<file path="src/rtl/palette_sprite_layer.sv">
// Positioned, integer-upscaled palette sprite layer for the VGA raster.
// The layer latches the sprite position once per frame and fetches pixel indices from an
// external synchronous ROM. Each index is resolved through a writable palette, or replaced
// by the background colour when the pixel is transparent. A frame-locked brightness fade is
// applied before the registered RGB output. Coordinates reach the RGB output 3 clocks later.
module palette_sprite_layer #(
  parameter int SPR_W      = 64,
  parameter int SPR_H      = 64,
  parameter int ADDR_W     = 12,
  parameter int IDX_W      = 4,
  parameter int SCALE_LOG2 = 0,
  parameter int TRANS_IDX  = 0,
  parameter int FADE_DIV   = 4
) (
  input  logic              vga_clk,
  input  logic              reset,
  input  logic [9:0]        DrawX,
  input  logic [9:0]        DrawY,
  input  logic              blank,
  input  logic [9:0]        pos_x,
  input  logic [9:0]        pos_y,
  input  logic [11:0]       bg_rgb,
  input  logic              pal_we,
  input  logic [IDX_W-1:0]  pal_waddr,
  input  logic [11:0]       pal_wdata,
  input  logic              fade_start,
  input  logic              fade_in,
  output logic [ADDR_W-1:0] rom_addr,
  input  logic [IDX_W-1:0]  rom_q,
  output logic [3:0]        red,
  output logic [3:0]        green,
  output logic [3:0]        blue,
  output logic              fade_busy
);

  localparam int WIN_W = SPR_W << SCALE_LOG2;
  localparam int WIN_H = SPR_H << SCALE_LOG2;
  localparam int PAL_N = 2 ** IDX_W;
  localparam int CNT_W = (FADE_DIV > 1) ? $clog2(FADE_DIV) : 1;

  typedef enum logic [1:0] {IDLE, FADE_OUT, FADE_IN} fade_state_t;

  // Brightness scaling of one 4-bit channel; bright=16 is the identity.
  function automatic logic [3:0] scale_ch(input logic [3:0] c, input logic [4:0] b);
    logic [7:0] p;
    p = {4'd0, c} * {3'd0, b};
    return 4'(p >> 4);
  endfunction

  logic              frame_start;
  logic [9:0]        act_x, act_y;
  logic [9:0]        eff_x, eff_y;
  logic [10:0]       dx, dy;
  logic              in_win;
  logic [9:0]        u, v;
  logic [ADDR_W-1:0] addr_c;

  logic              win_p1, vld_p1;
  logic              win_p2, vld_p2;

  logic [11:0]       pal [PAL_N];
  logic [11:0]       sel_rgb;

  fade_state_t       state;
  logic [4:0]        bright;
  logic [CNT_W-1:0]  fcnt;

  assign frame_start = (DrawX == 10'd0) && (DrawY == 10'd0);

  // The frame-start pixel already uses the newly requested position.
  assign eff_x = frame_start ? pos_x : act_x;
  assign eff_y = frame_start ? pos_y : act_y;

  // A borrow into bit 10 means the pixel lies left of or above the sprite.
  assign dx = {1'b0, DrawX} - {1'b0, eff_x};
  assign dy = {1'b0, DrawY} - {1'b0, eff_y};

  assign in_win = !dx[10] && !dy[10] &&
                  ({22'd0, dx[9:0]} < 32'(WIN_W)) &&
                  ({22'd0, dy[9:0]} < 32'(WIN_H));

  assign u      = dx[9:0] >> SCALE_LOG2;
  assign v      = dy[9:0] >> SCALE_LOG2;
  assign addr_c = ADDR_W'(v) * ADDR_W'(SPR_W) + ADDR_W'(u);

  // Latch the sprite position only at frame start so a frame never tears.
  always_ff @(posedge vga_clk) begin
    if (reset) begin
      act_x <= '0;
      act_y <= '0;
    end else if (frame_start) begin
      act_x <= pos_x;
      act_y <= pos_y;
    end
  end

  // ---- stage 1: ROM address, window and display-enable flags ----
  always_ff @(posedge vga_clk) begin
    if (reset) begin
      rom_addr <= '0;
      win_p1   <= 1'b0;
      vld_p1   <= 1'b0;
    end else begin
      rom_addr <= in_win ? addr_c : '0;
      win_p1   <= in_win;
      vld_p1   <= blank;
    end
  end

  // ---- stage 2: flags aligned with rom_q, which the ROM returns this cycle ----
  always_ff @(posedge vga_clk) begin
    if (reset) begin
      win_p2 <= 1'b0;
      vld_p2 <= 1'b0;
    end else begin
      win_p2 <= win_p1;
      vld_p2 <= vld_p1;
    end
  end

  // Palette registers; a write lands at the edge, so a same-cycle read sees the old entry.
  always_ff @(posedge vga_clk) begin
    if (reset) begin
      for (int i = 0; i < PAL_N; i++) pal[i] <= {3{4'(i)}};
    end else if (pal_we) begin
      pal[pal_waddr] <= pal_wdata;
    end
  end

  // Colour select: blanking, background/transparent, or palette lookup on rom_q.
  always_comb begin
    sel_rgb = 12'h000;
    if (vld_p2) begin
      if (!win_p2 || (rom_q == IDX_W'(TRANS_IDX))) sel_rgb = bg_rgb;
      else                                         sel_rgb = pal[rom_q];
    end
  end

  // ---- stage 3: brightness applied, RGB registered ----
  always_ff @(posedge vga_clk) begin
    if (reset) begin
      red   <= 4'd0;
      green <= 4'd0;
      blue  <= 4'd0;
    end else begin
      red   <= scale_ch(sel_rgb[11:8], bright);
      green <= scale_ch(sel_rgb[7:4],  bright);
      blue  <= scale_ch(sel_rgb[3:0],  bright);
    end
  end

  // Fade FSM: one brightness step every FADE_DIV frame starts while fading.
  always_ff @(posedge vga_clk) begin
    if (reset) begin
      state  <= IDLE;
      bright <= 5'd16;
      fcnt   <= '0;
    end else begin
      case (state)
        IDLE: begin
          if (fade_start) begin
            state  <= FADE_OUT;
            bright <= 5'd16;
            fcnt   <= '0;
          end else if (fade_in && (bright != 5'd16)) begin
            state <= FADE_IN;
            fcnt  <= '0;
          end
        end
        FADE_OUT: begin
          if (fade_in && !fade_start) begin
            state <= (bright == 5'd16) ? IDLE : FADE_IN;
            fcnt  <= '0;
          end else if (frame_start) begin
            if (fcnt == CNT_W'(FADE_DIV - 1)) begin
              fcnt   <= '0;
              bright <= bright - 5'd1;
              if (bright == 5'd1) state <= IDLE;
            end else begin
              fcnt <= fcnt + 1'b1;
            end
          end
        end
        FADE_IN: begin
          if (frame_start) begin
            if (fcnt == CNT_W'(FADE_DIV - 1)) begin
              fcnt   <= '0;
              bright <= bright + 5'd1;
              if (bright == 5'd15) state <= IDLE;
            end else begin
              fcnt <= fcnt + 1'b1;
            end
          end
        end
        default: state <= IDLE;
      endcase
    end
  end

  assign fade_busy = (state != IDLE);

endmodule

</file>
<file path="config.mk">
export PLATFORM = sky130hd
export DESIGN_NAME = palette_sprite_layer
export DESIGN_NICKNAME = d
export VERILOG_FILES = /design/src/rtl/palette_sprite_layer.sv
export SDC_FILE = /design/constraint.sdc
export NUM_CORES = 1
export LEC_CHECK = 0
export CAP_MARGIN = 20
export CELL_PAD_IN_SITES_DETAIL_PLACEMENT = 1
export CELL_PAD_IN_SITES_GLOBAL_PLACEMENT = 2
export CORE_UTILIZATION = 41
export CTS_BUF_LIST = sky130_fd_sc_hd__clkbuf_16
export DETAILED_ROUTE_END_ITERATION = 6
export PLACE_DENSITY = 0.79
export SYNTH_ARGS = -nofsm -noshare
export SYNTH_HDL_FRONTEND = slang
export SYNTH_SLANG_ARGS = --single-unit
</file>
<file path="constraint.sdc">
create_clock -name vga_clk -period 6.2 [get_ports vga_clk]
set_input_delay 0.93 -clock vga_clk [delete_from_list [all_inputs] [get_ports vga_clk]]
set_output_delay 0.93 -clock vga_clk [all_outputs]
set_load 0.03 [all_outputs]
</file>
==> results of run 1 <==
power by group through the flow:
stage,sequential [mW],clock (mW),combinational [mW]
detailed placement,1.97,0,0.638
global placement,1.96,0,0.634
CTS,1.93,1.58,0.642
global route,1.94,1.64,0.701
floorplan,1.94,0,0.412
finish,1.93,1.55,0.637
placed cells by master (no fill, tap or decap), types with 50 or more instances in the layout:
cell type | synthesis | final
edfxtp_1 | 192 | 192
and2_1 | 118 | 118
clkdlybuf4s50_1 | 0 | 99
or3_1 | 86 | 86
nor2_1 | 66 | 65
inv_1 | 56 | 62
ha_1 | 57 | 57
dfxtp_1 | 57 | 57
mux4_2 | 51 | 51
nand2_1 | 50 | 50
logic make-up (layout without fill, tap and decap cells):
kind of cell / after synthesis / in the layout / synth area share, %
AND/OR/NAND/NOR: 447 / 447 / 18.7
flip-flops: 249 / 249 / 50.6
buffers and inverters: 125 / 237 / 3.70
AO/OA/AOI/OAI: 109 / 109 / 6.21
multiplexers: 80 / 80 / 10.9
adder cells (fa/ha/maj): 76 / 76 / 7.95
XOR/XNOR: 29 / 29 / 1.86
metal layers:
| layer | track usage [%] | wire length [microns] |
|---|---|---|
| met2 | 38.5 | 18100 |
| met5 | 0 | 0 |
| met4 | 4.87 | 729 |
| met1 | 29.6 | 16000 |
| met3 | 3.00 | 1630 |
final cells by class:
cell class                      instances  area, sq um  share of cell area [%]
Multi-Input combinational cell        741         6230                    39.0
Tap cell                              442          553                    3.46
Clock buffer                           28          701                    4.38
Sequential cell                       249         6910                    43.2
Inverter                               57          214                    1.34
Timing Repair Buffer                  131         1240                    7.74
Clock inverter                         21          151                   0.947
sequential cells by signal (all words and copies together), names as in the netlist, 2 cells and up:
signal    count
bright        5
fcnt          2
blue          4
state         2
rom_addr     12
green         4
act_x        10
act_y        10
pal         192
red           4
stage by stage:
step                      cells  instance area (sq um)  hold WS (ns)  total power, mW
after CTS                  1669                  16000         0.454             4.15
final                      1669                  16000         0.447             4.12
after global placement     1620                  15100         0.440             2.60
after global routing       1669                  16000         0.470             4.29
after floorplan            1115                  13600         0.414             2.35
after detailed placement   1620                  15100         0.449             2.61
final timing paths:
check / end / slack [ns]
worst max-delay path: rom_addr[10] / 0.83
worst min-delay path: vld_p2 / 0.45
worst max register to register: green[3] / 1.62
worst min register to register: vld_p2 / 0.45
==> impl_metrics.tcl, run 1 <==
set metrics [dict create \
    crit_buf_inv 3 \
    ys_ff_latch 249 \
    synth_area_sq_mm 0.0136 \
    postCtsSetupRepairBufs 0 \
    crit_required_ns 6.62 \
    grt_max_degree 57 \
    grt_pass1_vias 9609 \
    internal-power_mw 3.02 \
    grt_pass1_wl_microns 56800 \
    clk-insertion-delay-late_ns 0.57 \
    cts_tree "done" \
    num_vias 9085 \
    cts_sinks 249 \
    hold_path_class "register to register" \
    drt_iter0_markers 573 \
    setup_tns_ns 0 \
    synthTopCellsByCount "192 x edfxtp_1, 118 x and2_1, 86 x or3_1" \
    ys.flop_type "edfxtp_1" \
    peakVddDrop_v 0.000202 \
    firstDrtPassIters 4 \
    pwr-share-clk_pct 37.6 \
    drive_gt1_share_pct 14.3 \
    post-place-ws_ns 0.266 \
    pwr_density_cell_mw_per_mm2 257 \
    fillerInstances 3418 \
    crit_family "adder cells" \
    max_stage_delay_ns 0.48 \
    hold_violations 0 \
    viasPerCell 5.44 \
    yosysSeqAreaShare_pct 50.6 \
    hp-start "vld_p1" \
    rsz0062_at_grt "false" \
    io_buffer_count 102 \
    hold_buffers 0 \
    n_antenna_cell 0 \
    grt_util_all_layers_pct 22.2 \
    synth_fp_nets 1268 \
    ant_nets 0 \
    worstReg2RegStart "pal[10][6]" \
    hold_depth 1 \
    finalCritPeriodShare_pct 86.7 \
    overflow 0 \
    slew_headroom_pct 41.2 \
    arrival_ns 5.80 \
    finalNetCount 1361 \
    cts_resized 0 \
    avgRoutedWirePerCell_microns 21.9 \
    finalSetupViolCount 0 \
    start_kind "primary input" \
    power.share.sequential_pct 46.9 \
    drc 0 \
    synth_top_area_cell "edfxtp_1" \
    status "completed" \
    fmax_ghz 0.186 \
    path_cells "clkdlybuf4s50_1 > nor4_2 > nand3_1 > nor2_2 > mux2_2 > ha_1 > inv_1 > fa_1 > a21oi_1 > a31oi_1 > o21a_1 > maj3_2 > nand2b_1 > a21oi_2 > xnor2_1 > inv_1 > ha_1 > fa_1 > a21o_1 > a21oi_1 > xor2_1 > nor2_2" \
    synth_edf_count 192 \
    cp-startpoint "DrawY[4]" \
    maxSlewViolCount 0 \
    synth_area_leaders "edfxtp_1 42%, mux4_2 8.4%, dfxtp_1 8.4%, and2_1 5.4%, ha_1 5.2%" \
    start_util_pct 41.8 \
    die_w_microns 184 \
    path_class "primary input to register" \
    end_kind "register" \
    hpwl_microns 25800 \
    netSwitchingPower_mw 1.10 \
    pin_count 103 \
    comb_power_share_pct 15.5 \
    critPathMaxFanout 6 \
    antenna_found_initial 0 \
    cts-root-buf "clkbuf_16" \
    finish.utilization_pct 49.0 \
    clkTransAtPathRegs_ns 0.06 \
    syn_avg_cell_area_sq_um 12.2 \
    yosysUniqueCellTypes 70 \
    die_h_microns 184 \
    max-clock-path-buffers 3 \
    synth.top_cell.area_share_pct 42.3 \
    worst_slew_pin_slew_ns 0.880 \
    core_sq_mm 0.0326 \
    place.gp.congestion 0.788 \
    async_flop_share_pct 0 \
    wirelength_microns 36500 \
    reg2reg_depth 16 \
    syn-instance-count 1115 \
    setup_ws_ns 0.828 \
    fin_crit_ns 5.37 \
    synth.most_common_cell "edfxtp_1" \
    area_delta_synth_final_pct 17.3 \
    cap_violations 0 \
    ys_warn_count 0 \
    cp.depth 22 \
    p_sw_share_pct 26.7 \
    die-area_sq_mm 0.0340 \
    worst_path_max_delay_cell "nor4_2" \
    num_rows 66 \
    numCtsBuffers 28 \
    leakage_nw 5.88 \
    h-tree-depth 1 \
    fin_skew_ns 0.0276 \
]
(Power assumes the default switching activity.)
==> run 2: changes to the inputs <==
CORE_UTILIZATION = 42   (was 41)
CTS_BUF_LIST = sky130_fd_sc_hd__clkbuf_4 sky130_fd_sc_hd__clkbuf_8   (was sky130_fd_sc_hd__clkbuf_16)
PLACE_DENSITY = 0.8   (was 0.79)
==> impl_metrics.tcl, run 2 (same netlist as run 1, synthesis figures left out) <==
set metrics [dict create \
    status "completed" \
    grt_max_degree 35 \
    postCtsSetupRepairBufs 0 \
    rsz0062_at_grt "false" \
    avgRoutedWirePerCell_microns 21.7 \
    setup_ws_ns 0.950 \
    wl_met1_microns 15800 \
    numCtsBuffers 46 \
    pin_count 103 \
    fin_skew_ns 0.0375 \
    max_stage_delay_ns 0.47 \
    ant_nets 0 \
    regMostFlops "pal" \
    hold_depth 1 \
    grt_util_all_layers_pct 22.2 \
    place_inst 1575 \
    hold_path_class "register to register" \
    clkTransAtPathRegs_ns 0.06 \
    crit_buf_inv 3 \
    viasPerCell 5.47 \
    cts_sinks 249 \
    drive_gt1_share_pct 16.5 \
    start_kind "primary input" \
    post-place-ws_ns 0.398 \
    io_buffer_count 102 \
    hold_buffers 0 \
    finalSetupViolCount 0 \
    final_cell_mix "192 x edfxtp_1, 118 x and2_1, 99 x clkdlybuf4s50_1, 86 x or3_1, 65 x nor2_1" \
    overflow 0 \
    netSwitchingPower_mw 1.14 \
    pwr_density_cell_mw_per_mm2 263 \
    worstReg2RegStart "pal[10][7]" \
    die_h_microns 182 \
    peakVddDrop_v 0.000185 \
    p_sw_share_pct 27.0 \
    hp-start "vld_p1" \
    power.share.sequential_pct 45.9 \
    cap_violations 0 \
    num_rows 65 \
    crit_required_ns 6.65 \
    clk-insertion-delay-late_ns 0.60 \
    firstDrtPassIters 5 \
    drt_iter0_markers 507 \
    end_kind "register" \
    reg2reg_slack_ns 1.74 \
    cts_resized 0 \
    reg2reg_depth 16 \
    finish.utilization_pct 50.5 \
    min_to "vld_p2" \
    fillerInstances 3306 \
    maxSlewViolCount 0 \
    area_delta_synth_final_pct 17.5 \
    grt_pass1_vias 9668 \
    power_mw 4.22 \
    wirelength_microns 36100 \
    fin_crit_ns 5.25 \
    grt_pass1_wl_microns 55800 \
    seq_area_sq_mm 0.00691 \
    fmax_ghz 0.190 \
    place.gp.congestion 0.806 \
    reg2reg_to "green[3]" \
    critPathMaxFanout 4 \
    setup_tns_ns 0 \
    path_class "primary input to register" \
    final_common_cell "edfxtp_1" \
    wl_met2_microns 17900 \
    drc 0 \
    antenna_found_initial 0 \
    largest_reg_flops 192 \
    pwr-share-clk_pct 39.4 \
    num_vias 9086 \
    start_util_pct 43.0 \
    finalNetCount 1374 \
    crit_family "adder cells" \
    slew_headroom_pct 32.7 \
    core_sq_mm 0.0317 \
    arrival_ns 5.70 \
    h-tree-depth 2 \
    wl_met3_microns 1510 \
    die-area_sq_mm 0.0332 \
    top_layer "met4" \
    top_regs "pal: 192 flops, rom_addr: 12 flops" \
    finalCritPeriodShare_pct 84.7 \
    comb_power_share_pct 14.8 \
    die_w_microns 182 \
    hpwl_microns 25500 \
    internal-power_mw 3.08 \
    multi_input_area_sq_mm 0.00623 \
    cts-root-buf "clkbuf_8" \
    path_cells "clkdlybuf4s50_1 > nor4_2 > nand3_1 > nor2_2 > mux2_2 > ha_1 > inv_1 > fa_1 > a21oi_1 > a31oi_1 > o21a_1 > maj3_2 > nand2b_1 > a21oi_2 > xnor2_1 > inv_1 > ha_1 > fa_1 > a21o_1 > a21oi_1 > xor2_1 > nor2_2" \
    worst_path_max_delay_cell "nor4_2" \
    max-clock-path-buffers 3 \
    stdcell_count 1661 \
    cts_tree "done" \
    leakage_nw 5.94 \
    hold_violations 0 \
    worst_slew_pin_slew_ns 1.00 \
]
==> run 2: changes by cell type in the layout (fill, tap and decap cells not counted), moves of 3 or more <==
cell / delta
buf_4: -5
clkbuf_16: -28
clkbuf_4: +15
clkbuf_8: +47
clkinv_1: +4
clkinv_2: +3
clkinvlp_4: -3
inv_1: -6
==> run 2: cell type report <==
| type | count | area share [%] |
|---|---|---|
| Antenna cell | 1 | 0.0156 |
| Clock buffer | 62 | 4.74 |
| Clock inverter | 23 | 1.31 |
| Inverter | 57 | 1.33 |
| Multi-Input combinational cell | 741 | 38.9 |
| Sequential cell | 249 | 43.1 |
| Tap cell | 402 | 3.14 |
| Timing Repair Buffer | 126 | 7.49 |
==> run 2: worst max path at each step <==
stage | startpoint | to | slack, ns | cells past startpoint
after global routing | DrawY[0] | rom_addr[10] | 0.66 | 22
after floorplan | rom_q[0] | green[3] | 0.69 | 19
after global placement | DrawY[0] | rom_addr[10] | 0.48 | 22
after detailed placement | DrawY[0] | rom_addr[10] | 0.40 | 22
final | DrawY[0] | rom_addr[10] | 0.95 | 22
after CTS | DrawY[0] | rom_addr[10] | 0.99 | 22
==> run 2: power by group through the flow <==
stage          combinational, mW  sequential (mW)  clock (mW)
2_1_floorplan              0.412             1.94           0
3_3_place_gp               0.621             1.96           0
3_5_place_dp               0.629             1.97           0
4_1_cts                    0.631             1.94        1.70
5_1_grt                    0.686             1.95        1.77
6_report                   0.623             1.94        1.66
==> run 2: through the flow <==
step                      hold WS (ns)  area [sq um]
after global routing             0.467         16000
final                            0.454         16000
after CTS                        0.465         16000
after floorplan                  0.414         13600
after global placement           0.426         15100
after detailed placement         0.444         15100
==> run 2: worst register-to-register path, delay by kind of cell, from the launching register on <==
kind / cells / cell delay [ns]
AND/OR/NAND/NOR: 6 / 0.88
adder cells (fa/ha/maj): 3 / 1.26
buffers and inverters: 1 / 0.05
AO/OA/AOI/OAI: 2 / 0.37
flip-flops: 1 / 0.40
multiplexers: 3 / 1.23
XOR/XNOR: 1 / 0.13
==> run 2: per-layer routing <==
layer | vias up | global-route usage [%]
met2 | 188 | 38.1
met1 | 4594 | 28.7
met4 | 0 | 6.86
met3 | 55 | 3.69
met5 | - | 0
li1 | 4249 | -
==> run 3: changes to the inputs <==
CORE_UTILIZATION = 38   (was 42)
PLACE_DENSITY = 0.77   (was 0.8)
clock period = 4.7 ns   (was 6.2 ns; I/O delays follow)
==> impl_metrics.tcl, run 3 (same netlist as run 1, synthesis figures left out) <==
set metrics [dict create \
    die_h_microns 191 \
    grt_max_degree 60 \
    numCtsBuffers 45 \
    peakVddDrop_v 0.000403 \
    viasPerCell 5.20 \
    finalSetupViolCount 0 \
    grt_pass1_vias 10200 \
    ant_nets 0 \
    cts_tree "done" \
    fin_skew_ns 0.0311 \
    hold_depth 1 \
    hold_violations 0 \
    worstReg2RegStart "pal[11][6]" \
    regMostFlops "pal" \
    max-clock-path-buffers 3 \
    die_w_microns 191 \
    avgRoutedWirePerCell_microns 20.7 \
    leakage_nw 6.49 \
    grt_util_all_layers_pct 21.2 \
    fmax_ghz 0.224 \
    slew_headroom_pct 39.7 \
    min_to "vld_p2" \
    clkTransAtPathRegs_ns 0.06 \
    area_delta_synth_final_pct 24.7 \
    start_kind "primary input" \
    finalCritPeriodShare_pct 95.0 \
    io_buffer_count 102 \
    fin_crit_ns 4.47 \
    rsz0062_at_grt "false" \
    drive_gt1_share_pct 23.6 \
    drc 0 \
    clk-insertion-delay-late_ns 0.61 \
    hold_path_class "register to register" \
    final_common_cell "edfxtp_1" \
    top_regs "pal: 192 flops, rom_addr: 12 flops" \
    finalNetCount 1479 \
    h-tree-depth 2 \
    firstDrtPassIters 4 \
    pin_count 103 \
    finish.utilization_pct 47.9 \
    core_sq_mm 0.0355 \
    num_rows 69 \
    reg2reg_slack_ns 0.40 \
    reg2reg_depth 16 \
    wirelength_microns 37700 \
    hp-start "vld_p1" \
    end_kind "register" \
    setup_tns_ns 0 \
    crit_required_ns 5.19 \
    overflow 0 \
    cts-root-buf "clkbuf_8" \
    pwr_density_cell_mw_per_mm2 326 \
    largest_reg_flops 192 \
    path_class "primary input to register" \
    arrival_ns 4.95 \
    critPathMaxFanout 3 \
    drt_iter0_markers 487 \
    status "completed" \
    maxSlewViolCount 0 \
    hpwl_microns 27000 \
    reg2reg_to "green[3]" \
    antenna_found_initial 0 \
    post-place-ws_ns -0.481 \
    cap_violations 0 \
    worst_slew_pin_slew_ns 0.903 \
    start_util_pct 38.4 \
    die-area_sq_mm 0.0367 \
    cts_sinks 249 \
    final_cell_mix "192 x edfxtp_1, 122 x buf_4, 118 x and2_1, 98 x clkdlybuf4s50_1, 86 x or3_1" \
    place.gp.congestion 0.808 \
    fillerInstances 3711 \
    grt_pass1_wl_microns 57900 \
    setup_ws_ns 0.233 \
    num_vias 9460 \
    n_antenna_cell 0 \
]
## run 3: changes by cell type in the layout (fill, tap and decap cells not counted), sizes merged
cell	change
clkinv	-4
clkbuf	-2
dlymetal6s2s	+1
diode	-1
bufinv	-1
clkdlybuf4s50	-1
buf	+106
## run 3: what timing repair did
item / 4_1_cts / 5_1_grt
hold buffers: 0 / 0
setup buffers: 0 / 2
endpoints found under the setup margin: 0 / 13
gates resized for setup: 0 / 12
## run 3: cell type report
| cell class | count | area, sq um | share of cell area (%) |
|---|---|---|---|
| clock buffers | 60 | 744 | 4.38 |
| clock inverters | 18 | 143 | 0.839 |
| inverters | 57 | 214 | 1.26 |
| multi-input cells | 741 | 6320 | 37.2 |
| flip-flops and latches | 249 | 6910 | 40.6 |
| well taps | 461 | 577 | 3.39 |
| repair buffers | 232 | 2100 | 12.3 |
## run 3: through the flow
step | instance area [sq um] | power, mW | hold slack, ns | std cells
global placement | 16000 | 3.49 | 0.423 | 1738
detailed placement | 16000 | 3.50 | 0.439 | 1738
finish | 17000 | 5.54 | 0.448 | 1818
CTS | 16900 | 5.61 | 0.455 | 1816
global route | 17000 | 5.78 | 0.476 | 1818
floorplan | 13700 | 3.11 | 0.414 | 1115
## run 3: worst max path at each step
stage | from | end | cells after the start
3_3_place_gp | DrawY[1] | rom_addr[10] | 22
5_1_grt | DrawY[2] | rom_addr[10] | 22
4_1_cts | DrawY[4] | rom_addr[11] | 22
2_1_floorplan | rom_q[0] | green[3] | 19
6_report | DrawY[2] | rom_addr[10] | 22
3_5_place_dp | DrawY[4] | rom_addr[11] | 22
## run 3: worst max-delay path, cell delays in order
cell and delay, ns:
clkdlybuf4s50_1 0.48, nor4_4 0.36, nand3_2 0.16, nor2_4 0.13, mux2_2 0.18, ha_1 0.14
inv_1 0.06, fa_2 0.34, a21oi_1 0.13, a31oi_1 0.06, o21a_1 0.12, maj3_2 0.31
nand2b_1 0.18, a21oi_4 0.21, xnor2_2 0.14, inv_1 0.07, ha_1 0.20, fa_1 0.40
a21o_1 0.17, a21oi_1 0.17, xor2_1 0.19, nor2_2 0.04
## run 3: power breakdown
group          total [mW]  switching [mW]  internal [mW]  leakage [nW]
registers            2.55          0.0625           2.48          2.34
logic               0.908           0.500          0.408          3.67
clock network        2.08           0.942           1.14         0.477
total                5.54            1.51           4.03          6.49
## run 3: layer usage
layer	global-route usage, %	vias up	wire (microns)
met5	0	-	0
met4	7.66	0	1000
met3	3.25	54	1340
met2	36.7	159	19000
met1	26.7	4792	16400
li1	-	4455	-
